$ cat config.mk
export PLATFORM = sky130hd
export DESIGN_NAME = sumador_restador_ref
export DESIGN_NICKNAME = d
export VERILOG_FILES = /design/src/rtl/sumador_pkg.sv /design/src/rtl/sumador_restador_ref.sv
export SDC_FILE = /design/constraint.sdc
export NUM_CORES = 1
export LEC_CHECK = 0
export BUFFER_PORTS_ARGS = -buffer_cell sky130_fd_sc_hd__buf_2
export CORE_AREA = 2 2 39 41
export DETAILED_ROUTE_END_ITERATION = 10
export DIE_AREA = 0 0 41 43
export SYNTH_ARGS = -nofsm -noshare
export SYNTH_HDL_FRONTEND = slang
export SYNTH_SLANG_ARGS = --single-unit
$ cat constraint.sdc
create_clock -name vclk -period 2.95
set_clock_uncertainty 0.05 [all_clocks]
set_input_delay 0.4425 -clock vclk [all_inputs]
set_output_delay 0.4425 -clock vclk [all_outputs]
set_load 0.02 [all_outputs]
$ cat src/rtl/sumador_pkg.sv
// Shared definitions for the adder/subtractor response checker and its golden model.
package sumador_pkg;

  localparam logic [1:0] ST_IDLE = 2'd0;
  localparam logic [1:0] ST_RUN  = 2'd1;
  localparam logic [1:0] ST_DONE = 2'd2;

  localparam logic OP_ADD = 1'b0;
  localparam logic OP_SUB = 1'b1;

endpackage

$ cat src/rtl/sumador_restador_ref.sv
// Combinational golden model of the N-bit adder/subtractor: X+Y or X+~Y+1.
module sumador_restador_ref
  import sumador_pkg::*;
#(
  parameter int NBITS = 4
) (
  input  logic             iOp,
  input  logic [NBITS-1:0] iX,
  input  logic [NBITS-1:0] iY,
  output logic [NBITS-1:0] oS,
  output logic             oCout,
  output logic             oOverflow
);

  logic [NBITS-1:0] y_eff;
  logic [NBITS:0]   sum;

  // Two's-complement add with the subtrahend inverted and carry-in set for subtraction
  always_comb begin
    y_eff = iY;
    if (iOp == OP_SUB) begin
      y_eff = ~iY;
    end else begin
      y_eff = iY;
    end
    sum       = {1'b0, iX} + {1'b0, y_eff} + {{NBITS{1'b0}}, iOp};
    oS        = sum[NBITS-1:0];
    oCout     = sum[NBITS];
    oOverflow = (iX[NBITS-1] == y_eff[NBITS-1]) & (sum[NBITS-1] != iX[NBITS-1]);
  end

endmodule

==> impl_metrics.yaml <==
power:
  p_leak_nw: 0.162
  power.density_mw_per_mm2: 331
  ir_drop_uv: 83.0
global_route:
  grt_max_degree: 5
  grt_pass1_vias: 128
  grt_use_total_pct: 3.80
  grt_pass1_wl_um: 503
  grt_overflow_total: 0
  antenna_found_initial: 0
final_layout:
  final_cell_mix: "15 x buf_2, 5 x xor2_1, 3 x a21o_1, 3 x ha_1, 2 x mux2_4"
  register_area_um2: 0
  antenna_cells: 0
  drive_gt1_share_pct: 54.5
  final_cell_count_no_fill: 49
  nClkBuffers: 0
  area_growth_pct: 49.0
  design.seq.count: 0
  final_common_cell: "buf_2"
  layout.nets: 48
  fill_cells: 160
timing:
  hold_violations: 0
  finalCriticalPeriod_ns: 2.43
  max_freq_mhz: 411
  final.setup.worst_slack_ns: 0.516
  relSlewSlack_pct: 82.0
  tightest_slew_ns: 0.268
  rsz0062_at_grt: "no"
  fin_crit_sh_pct: 82.5
  final_max_slew_viol_count: 0
  setup_viol: 0
  finalSetupTns_ns: 0
route:
  drc: 0
  wl_um: 363
  drt_iter0_markers: 1
  dr.pass1.iters: 2
  via_per_inst: 3.53
  ant_nets: 0
  vias: 173
  routedWlPerCell_um: 7.41
worst_setup_path:
  critPathKind: "in2out"
  cp-start-kind: "input port"
  cp.required_ns: 2.46
  cp_max_fo: 4
  arrival_ns: 1.94
  worst_setup_path_end_kind: "primary output"
yosys:
  synth_top_area_cell: "xor2_1"
  avgSynthCellArea_um2: 10.8
  synth_cell_types: 9
  synth_cells: 18
  ys_warn_count: 0
  synth_nets: 31
  yosysSeqAreaShare_pct: 0
  synth_top_area_share_pct: 22.6
  synthesis.area_um2: 194
  netlist_top_cells_area: "xor2_1 23%, ha_1 19%, mux2_4 15%, a21o_1 12%, a31oi_4 11%"
job:
  maxCapViolCount: 0
floorplan:
  die_width_um: 41
  initial_core_util_pct: 14.0
  die-area_mm2: 0.00176
  pin_count: 15
  core_mm2: 0.00138
  die_h_um: 43
  num_rows: 14
worst_hold_path:
  min_path_cells: 3
  min_from: "iX[0]"
  worstHoldPathType: "in2out"
  hold_path_end: "oS[0]"
place:
  port_buffers: 15
  place_ws_ns: 0.507
  post-place-cells: 49
  gp_congestion: 0.655
cts:
  post_cts_buffers: 0
  cts_resized: 0
  cts_hold_buf: 0
run_status:
  status: "finished clean"
## synth_stat cells
cell type	number
fa_1	1
xor2_1	5
ha_1	3
a21o_1	3
a31oi_4	1
mux2_4	2
nor2_1	1
nor2b_1	1
xnor2_1	1
## metal layers
| metal | part of all wire, % | track usage [%] | up-vias |
|---|---|---|---|
| li1 | - | - | 97 |
| met1 | 46 | 6.03 | 66 |
| met2 | 42 | 5.94 | 10 |
| met3 | 12 | 0 | 0 |
| met4 | 0 | 0 | 0 |
| met5 | 0 | 0 | - |
## kinds of logic (layout without fill, tap and decap cells)
| logic type | after synthesis | after routing | synth area share (%) |
|---|---|---|---|
| compound gates | 4 | 4 | 22.6 |
| xor+xnor | 6 | 6 | 27.1 |
| fa+ha+maj | 4 | 4 | 29.7 |
| buf+inv | 0 | 15 | 0 |
| mux | 2 | 2 | 15.5 |
| simple gates | 2 | 2 | 5.16 |
## worst max-delay path, stage by stage
cell and delay (ns):
buf_2 0.13, xor2_1 0.16, ha_1 0.35, a21o_1 0.21, a31oi_4 0.18, mux2_4 0.31, buf_2 0.15
## layout make-up
cell class / count / area, um2 / area share (%)
multi-input combinational: 18 / 194 / 67.1
timing repair buffer: 15 / 75.1 / 26.0
tap: 16 / 20.0 / 6.93
## through the flow
stage | utilization, % | hold WS, ns | total power [W] | area, um2
3_3_place_gp | 20.9 | 1.13 | 0.0000958 | 289
5_1_grt | 20.9 | 1.16 | 0.000103 | 289
6_report | 20.9 | 1.14 | 0.0000955 | 289
2_1_floorplan | - | 0.959 | 0.0000700 | 194
4_1_cts | 20.9 | 1.14 | 0.0000972 | 289
3_5_place_dp | 20.9 | 1.14 | 0.0000971 | 289
## report_power, final
group          internal (W)  switching (W)   total, W
Clock                     0              0          0
Combinational     0.0000421      0.0000534  0.0000955
Sequential                0              0          0
Total             0.0000421      0.0000534  0.0000955
## worst max-delay path by stage
stage,startpoint,to,cells after the start
after floorplan,iOp,oOverflow,5
after global placement,iOp,oOverflow,7
after detailed placement,iOp,oOverflow,7
after CTS,iOp,oOverflow,7
after global routing,iOp,oOverflow,7
final,iOp,oOverflow,7
No activity file was read; power rests on OpenSTA's default activity.
